### config.mk
export PLATFORM = sky130hd
export DESIGN_NAME = alu_op_sequencer
export DESIGN_NICKNAME = d
export VERILOG_FILES = /design/src/rtl/alu_op_sequencer.sv
export SDC_FILE = /design/constraint.sdc
export NUM_CORES = 1
export LEC_CHECK = 0
export ABC_AREA = 1
export CAP_MARGIN = 20
export CORE_MARGIN = 2
export CORE_UTILIZATION = 46
export CTS_BUF_LIST = sky130_fd_sc_hd__clkbuf_4 sky130_fd_sc_hd__clkbuf_8 sky130_fd_sc_hd__clkbuf_16
export DETAILED_ROUTE_END_ITERATION = 8
export GPL_TIMING_DRIVEN = 0
export PLACE_DENSITY = 0.85
export SETUP_SLACK_MARGIN = 0.1
export SLEW_MARGIN = 20
export SYNTH_ARGS = -nofsm -noshare
export SYNTH_HDL_FRONTEND = slang
export SYNTH_SLANG_ARGS = --single-unit
### constraint.sdc
create_clock -name clk -period 3.85 [get_ports clk]
set_input_delay 0.9625 -clock clk [delete_from_list [all_inputs] [get_ports clk]]
set_output_delay 0.9625 -clock clk [all_outputs]
set_load 0.05 [all_outputs]
### src/rtl/alu_op_sequencer.sv
// Multi-cycle control FSM sequencing register reads, ALU selects and write-back for 16-bit instructions.
// Optional build macro ALU_OP_SEQ_TRAP_EN: illegal instructions lock into TRAP (err=1) until reset.
module alu_op_sequencer #(
  parameter int WIDTH = 16,
  parameter int IMM_W = 8
) (
  input  logic             clk,
  input  logic             reset,
  input  logic             start,
  input  logic [15:0]      instr,
  output logic             ready,
  output logic             done,
  output logic             err,
  output logic [2:0]       rd_addr,
  output logic [2:0]       wr_addr,
  output logic             wr_en,
  output logic             vsel,
  output logic [WIDTH-1:0] sximm,
  output logic             loada,
  output logic             loadb,
  output logic             loadc,
  output logic             loads,
  output logic             asel,
  output logic             addSubVals,
  output logic             andVals,
  output logic             notBVal,
  output logic             sub
);

  typedef enum logic [3:0] {
    S_IDLE, S_DECODE, S_LOADA, S_LOADB, S_EXEC, S_WRITE, S_WIMM, S_DONE, S_TRAP
  } state_t;

  typedef enum logic [2:0] {
    C_MOVI, C_MOV, C_ADD, C_CMP, C_AND, C_MVN, C_ILL
  } cls_t;

  state_t      r_state;
  state_t      w_next;
  logic [15:0] r_instr;
  cls_t        w_cls_in;
  cls_t        w_cls;

  function automatic cls_t classify(input logic [4:0] opc_op);
    case (opc_op)
      5'b11010: classify = C_MOVI;
      5'b11000: classify = C_MOV;
      5'b10100: classify = C_ADD;
      5'b10101: classify = C_CMP;
      5'b10110: classify = C_AND;
      5'b10111: classify = C_MVN;
      default:  classify = C_ILL;
    endcase
  endfunction

  assign w_cls_in = classify(instr[15:11]);
  assign w_cls    = classify(r_instr[15:11]);
  assign sximm    = {{(WIDTH-IMM_W){r_instr[IMM_W-1]}}, r_instr[IMM_W-1:0]};

  always_ff @(posedge clk or posedge reset) begin
    if (reset) begin
      r_state <= S_IDLE;
      r_instr <= '0;
    end else begin
      r_state <= w_next;
      if (r_state == S_IDLE && start)
        r_instr <= instr;
    end
  end

  // Register-operand instructions dispatch straight from IDLE to their first
  // operand fetch; DECODE only sequences MOVI and illegal encodings.
  always_comb begin
    w_next = r_state;
    case (r_state)
      S_IDLE: begin
        if (start) begin
          case (w_cls_in)
            C_ADD, C_CMP, C_AND: w_next = S_LOADA;
            C_MOV, C_MVN:        w_next = S_LOADB;
            default:             w_next = S_DECODE;
          endcase
        end
      end
      S_DECODE: begin
        case (w_cls)
          C_MOVI:              w_next = S_WIMM;
          C_ADD, C_CMP, C_AND: w_next = S_LOADA;
          C_MOV, C_MVN:        w_next = S_LOADB;
`ifdef ALU_OP_SEQ_TRAP_EN
          default:             w_next = S_TRAP;
`else
          default:             w_next = S_DONE;
`endif
        endcase
      end
      S_LOADA: w_next = S_LOADB;
      S_LOADB: w_next = S_EXEC;
      S_EXEC:  w_next = (w_cls == C_CMP) ? S_DONE : S_WRITE;
      S_WRITE: w_next = S_DONE;
      S_WIMM:  w_next = S_DONE;
      S_DONE:  w_next = S_IDLE;
      S_TRAP:  w_next = S_TRAP;
      default: w_next = S_IDLE;
    endcase
  end

  always_comb begin
    ready      = (r_state == S_IDLE);
    done       = 1'b0;
    err        = 1'b0;
    rd_addr    = 3'd0;
    wr_addr    = 3'd0;
    wr_en      = 1'b0;
    vsel       = 1'b0;
    loada      = 1'b0;
    loadb      = 1'b0;
    loadc      = 1'b0;
    loads      = 1'b0;
    asel       = 1'b0;
    addSubVals = 1'b0;
    andVals    = 1'b0;
    notBVal    = 1'b0;
    sub        = 1'b0;
    case (r_state)
      S_LOADA: begin
        rd_addr = r_instr[10:8];
        loada   = 1'b1;
      end
      S_LOADB: begin
        rd_addr = r_instr[2:0];
        loadb   = 1'b1;
      end
      S_EXEC: begin
        case (w_cls)
          C_ADD: begin addSubVals = 1'b1; loadc = 1'b1; end
          C_CMP: begin addSubVals = 1'b1; sub = 1'b1; loads = 1'b1; end
          C_AND: begin andVals = 1'b1; loadc = 1'b1; end
          C_MVN: begin notBVal = 1'b1; loadc = 1'b1; end
          C_MOV: begin addSubVals = 1'b1; asel = 1'b1; loadc = 1'b1; end
          default: ;
        endcase
      end
      S_WRITE: begin
        wr_en   = 1'b1;
        wr_addr = r_instr[7:5];
      end
      S_WIMM: begin
        wr_en   = 1'b1;
        wr_addr = r_instr[10:8];
        vsel    = 1'b1;
      end
      S_DONE: begin
        done = 1'b1;
        err  = (w_cls == C_ILL);
      end
      S_TRAP: err = 1'b1;
      default: ;
    endcase
  end

endmodule

## Word-level counts from Yosys, hierarchy flattened

Cells that the tools add are included.

- Reduce and logical (&&, ||, !) cells: 10
- Equal/unequal tests: 32
- Multiplexer cells: 27

Operators with widths:

| kind | number |
|---|---|
| $eq 5x5->1 const B | 12 |
| $pmux 3 s6 | 2 |
| $pmux 4 s7 | 1 |
| $mux 1 | 17 |
| $eq 4x3->1 const B | 4 |
| $eq 3x3->1 const B | 5 |
| $eq 3x2->1 const B | 4 |
| $pmux 3 s2 | 2 |
| $pmux 3 s3 | 1 |
| $reduce_or 3->1 | 3 |
| $eq 4x2->1 const B | 2 |
| $eq 3x1->1 const B | 2 |
| $reduce_or 2->1 | 3 |
| $eq 4x1->1 const B | 1 |
| $eq 4x4->1 const B | 1 |
| $logic_not 4->1 | 1 |
| $mux 4 | 1 |
| $pmux 2 s2 | 1 |
| $reduce_or 4->1 | 1 |
| $logic_not 3->1 | 1 |
| $mux 2 | 1 |
| $ne 2x2->1 const B | 1 |
| $pmux 1 s2 | 1 |
| $logic_and 1x1->1 | 1 |

- Word-level logic and storage cells: 71
- Register bits: 20

## Logic depth before layout (Yosys ltp)

- Word-level depth: 7
- Gate-level depth with buffers: 9
- Mapped depth without buffers: 8

## Least setup slack after synthesis

No wires, ideal clock.

- Path kind: register -> output
- Start point: reg r_state[2]
- End point: out rd_addr[0]
- Stages on the path, launching flop included: 6
- Buffers on the path: 0
- Slack: 0.601 ns
- Data arrival time: 2.287 ns
- Path through: dfrtp_1 > nor2_4 > inv_2 > nor2_1 > inv_1 > o22ai_1

- Longest elaborated chain between the ends: 2

RTL lines:

| element | RTL line | RTL |
|---|---|---|
| start, declared | 38 | `state_t r_state;` |
| start signal, assigned | 65 | `r_state <= w_next;` |
| $eq 4x2->1 | 125 | `case (r_state)` |
| $pmux 3 s2 * | 125 |  |
| end, declared | 14 | `output logic [2:0] rd_addr,` |

Mark *: on every way between the ends. The rest lies on a longest branch, timed or not.

## Worst setup path after layout

- Start point: reg r_state[3]
- End point: out loadc

- Longest elaborated chain between the ends: 2

RTL lines:

| element | RTL line | RTL |
|---|---|---|
| $eq 4x3->1 | 125 |  |
| $mux 1 | 125 |  |
| end, declared | 21 | `output logic loadc,` |

No other way between the ends.

==> metrics.sh <==
SYNTH_TOP_CELL_BY_AREA='sky130_fd_sc_hd__dfrtp_1'
INITIAL_ANTENNA_VIOLATION_COUNT=0
YS_SEQ_ELEMENTS=20
RUN_STATUS='finished, final reports clean'
GRT_PASS1_VIAS=1240
GRT_START_MAX_NET_PINS=21
CRITPATHMAXSTAGEDELAY_NS=0.80
WORSTHOLDENDPOINT='r_instr[4]'
FINAL_HOLD_VIOL_COUNT=0
PRE_CTS_SLACK_NS=0.894
NETLIST_AREA_UM2=1360
FMAX_GHz=0.303
MIN_FROM='r_instr[4]'
TOTAL_VIAS_IN_THE_FINAL_ROUTE=1309
GLOBALPLACE.CONGESTION=0.791
CTS_TREE='done'
WORST_SLEW_MARGIN_REL_PCT=49.1
AREA_GROWTH_SYN_TO_LAYOUT_PCT=45.3
CTS_MAX_LEVEL=1
CRITICAL-PATH-TOP-CELL-BY-COUNT='sky130_fd_sc_hd__inv_1'
P_PER_AREA_nW_PER_UM2=937
FIN_CRIT_SHARE_PCT=85.6
LEADING_CELL_TYPES_BY_COUNT_AFTER_SYNTHESIS='sky130_fd_sc_hd__nand2_1 (28), sky130_fd_sc_hd__inv_1 (24), sky130_fd_sc_hd__dfrtp_1 (20)'
ASYNCSETRESETFLOPFRACSYNTH_PCT=100
YS.FLOP_TYPE='sky130_fd_sc_hd__dfrtp_1'
FIN_SETUP_TNS_NS=0
VDD_IR_DROP_MAX_V=0.000685
GRT-OVFL-TOTAL=0
SETUP_SLACK_NS=0.555
SIGNAL_ARRIVAL_TIME_AT_THE_WORST_ENDPOINT_NS=2.33
DP_HPWL_MM=2.45
TRACK_USAGE_PCT=20.0
DRT-INITIAL-DRC-COUNT=33
POSTCTSHOLDBUFS=0
WORSTREG2REGSTART='r_state[2]'
MIN_PATH_CELLS=2
POST_SYNTH_NUM_CELL_TYPES=25
MAXIMUM_ROOT_TO_SINK_BUFFER_COUNT=2
WORST_SKEW_PAIR.LATE_LATENCY_NS=0.30
CRITICAL_PATH.MAX_FANOUT=6
DIE_W_UM=58.4
NFILLCELLS=234
TIMING.FINAL.MAX_SLEW_VIOLATIONS=0
SYNTH_MOST_COMMON_CELL='sky130_fd_sc_hd__nand2_1'
AVGROUTEDWIREPERCELL_UM=11.7
DIODES=0
COREAREA_UM2=2780
TIMING.SETUP.CRITICAL_PATH_CLASS='flip-flop to output pin'
DIE_AREA_UM2=3410
RSZ0062_AT_GRT='false'
ENDPOINT_KIND='output pin'
IO-PIN-COUNT=55
COUNT_OF_FLIP_FLOPS_WITH_A_BUILT_IN_ENABLE_AFTER_SYNTHESIS=0
ROUTE.FINAL.WIRE_LENGTH_MM=3.11
WORSTREG2REGEND='r_instr[12]'
PATH_CELLS='inv_1 -> nand2_1 -> inv_1 -> nand2_2 -> nand3b_1 -> o21ai_1 -> inv_1 -> nand2_1 -> clkdlybuf4s50_1'
R2R_SETUP_SLACK_NS=2.47
AVGVIACOUNTPERCELL=4.92
START_UTIL_PCT=48.9
CLOCK_TRANSITION_AT_THE_REGISTERS_OF_THE_REPORTED_PATHS_NS=0.12
TIMING.CRITICAL_PATH.REQUIRED_NS=2.89
FIN_WORST_SKEW_NS=0.00590
SYNTHTOPCELLSBYAREA='sky130_fd_sc_hd__dfrtp_1 (37%), sky130_fd_sc_hd__buf_4 (9.4%), sky130_fd_sc_hd__nand2_1 (7.7%), sky130_fd_sc_hd__a21oi_2 (7.1%), sky130_fd_sc_hd__inv_1 (6.6%)'
PORT_BUFFERS=54
AVGSYNTHCELLAREA_UM2=7.68
FF2FF_PATH_DEPTH=7
FP.DIEH_UM=58.4
FINALCRITICALPERIOD_NS=3.29
CAP_VIOLATIONS=0
CTS_NUM_SINKS=20
SYNTH_FP_NETS=196
CRIT_PATH_TOP_DELAY_CELL='sky130_fd_sc_hd__clkdlybuf4s50_1'
TIGHTEST_SLEW_NS=0.763
SYN_INST=177
WORSTHOLDPATHTYPE='flip-flop to flip-flop'
CTS_BUFFERS=3
ANTENNA_VIOLATING_NETS_POST_ROUTE=0
ROOT_BUFFER='sky130_fd_sc_hd__clkbuf_4'
GRT_PASS1_WL_MM=5.32
DRTPASS1ITERATIONS=4
CTS_SETUP_BUFFERS=0
SYNTH-WARNING-COUNT=0
DRC_ERRORS=0
PLACEMENTROWS=19
CELLLEAKAGEPOWER_uW=0.000975
POST_ROUTE_CELLS_DRIVE_ABOVE_1_SHARE_PCT=21.7
NUMBER_OF_NETS_AT_THE_END_OF_THE_FLOW=255
NON_FILLER_INSTANCES=266
CRITPATHLAUNCHTYPE='flip-flop'
YOSYS.AREA.TOP_TYPE_SHARE_PCT=36.8
TOTAL_PLACED_CELLS_INCLUDING_TAP_CELLS=262
POSTCTSRESIZEDCELLS=0
TIMING.FINAL.SETUP_VIOLATIONS=0
SYNTH.YOSYS.SEQ_AREA_SHARE_PCT=36.8
[final cells by class]
| class | count | area, um^2 | share of cell area (%) |
|---|---|---|---|
| inverters | 28 | 105 | 5.32 |
| well taps | 31 | 38.8 | 1.96 |
| plain buffers | 20 | 155 | 7.85 |
| flip-flops and latches | 20 | 500 | 25.3 |
| multi-input cells | 109 | 599 | 30.3 |
| repair buffers | 54 | 541 | 27.4 |
| clock buffers | 4 | 36.3 | 1.84 |
[power by group]
group	total [uW]	switching, uW	internal [uW]
Sequential	369	69.1	300
Clock	123	65.3	57.7
Combinational	1360	872	486
Total	1850	1010	844
[through the flow]
step | power [uW] | cell area [um^2] | hold slack [ns] | util [%]
6_report | 1850 | 1980 | 0.494 | 71.0
5_1_grt | 1960 | 1980 | 0.517 | 71.0
4_1_cts | 1860 | 1980 | 0.498 | 71.0
3_5_place_dp | 1730 | 1940 | 0.471 | 69.7
3_3_place_gp | 1720 | 1940 | 0.457 | 69.7
2_1_floorplan | 1360 | 1360 | 0.443 | -
[layer usage]
| metal | vias up | GRT usage, % | part of all wire, % |
|---|---|---|---|
| met4 | 0 | 5.98 | 0.74 |
| li1 | 668 | - | - |
| met5 | - | 0 | 0 |
| met2 | 38 | 36.3 | 52 |
| met1 | 599 | 24.4 | 42 |
| met3 | 4 | 2.86 | 5.7 |
[cells by family (layout without fill, tap and decap cells)]
logic type	after synthesis	after routing	synth area share (%)
AO/OA/AOI/OAI	28	28	14.7
buffers and inverters	48	106	19.1
flip-flops	20	20	36.8
AND/OR/NAND/NOR	81	81	29.3
[critical path: cells and delay by family, from the launching register on]
family / cells / cell delay [ns]
compound gates: 1 / 0.08
buf+inv: 4 / 1.09
flops: 1 / 0.42
simple gates: 4 / 0.43
[flip-flops by register name, indices dropped and copies added (netlist names)]
name and cells:
r_instr 16, r_state 4
[how the worst max path moves through the flow]
stage                     cells after the start          to        from  slack (ns)
after detailed placement                      9       loadc  r_state[3]        0.89
after floorplan                               5  rd_addr[0]  r_state[2]        0.60
after global routing                          9       loadc  r_state[3]        0.34
after global placement                        9       loadc  r_state[3]        0.93
final                                         9       loadc  r_state[3]        0.56
after CTS                                     9       loadc  r_state[3]        0.54
[cell usage in the layout (no fill, tap or decap)]
master / instances
sky130_fd_sc_hd__a21oi_1: 4
sky130_fd_sc_hd__nand2_2: 1
sky130_fd_sc_hd__inv_2: 4
sky130_fd_sc_hd__a21oi_2: 11
sky130_fd_sc_hd__o21ai_2: 1
sky130_fd_sc_hd__nand2_4: 2
sky130_fd_sc_hd__buf_6: 2
sky130_fd_sc_hd__buf_2: 1
sky130_fd_sc_hd__nand2_1: 28
sky130_fd_sc_hd__nand3_1: 15
sky130_fd_sc_hd__nor2_4: 1
sky130_fd_sc_hd__clkbuf_8: 1
sky130_fd_sc_hd__nor2_8: 1
sky130_fd_sc_hd__nand4_1: 5
sky130_fd_sc_hd__o21bai_1: 2
sky130_fd_sc_hd__inv_1: 24
sky130_fd_sc_hd__clkdlybuf4s50_1: 54
sky130_fd_sc_hd__nor2_2: 5
sky130_fd_sc_hd__o22ai_1: 5
sky130_fd_sc_hd__buf_4: 17
sky130_fd_sc_hd__nand3b_1: 2
sky130_fd_sc_hd__nor3_1: 2
sky130_fd_sc_hd__o21ai_0: 2
sky130_fd_sc_hd__o21ai_1: 2
sky130_fd_sc_hd__clkbuf_4: 3
sky130_fd_sc_hd__nor2_1: 19
sky130_fd_sc_hd__a31o_2: 1
sky130_fd_sc_hd__dfrtp_1: 20
Power figures use the tool's default switching activity.
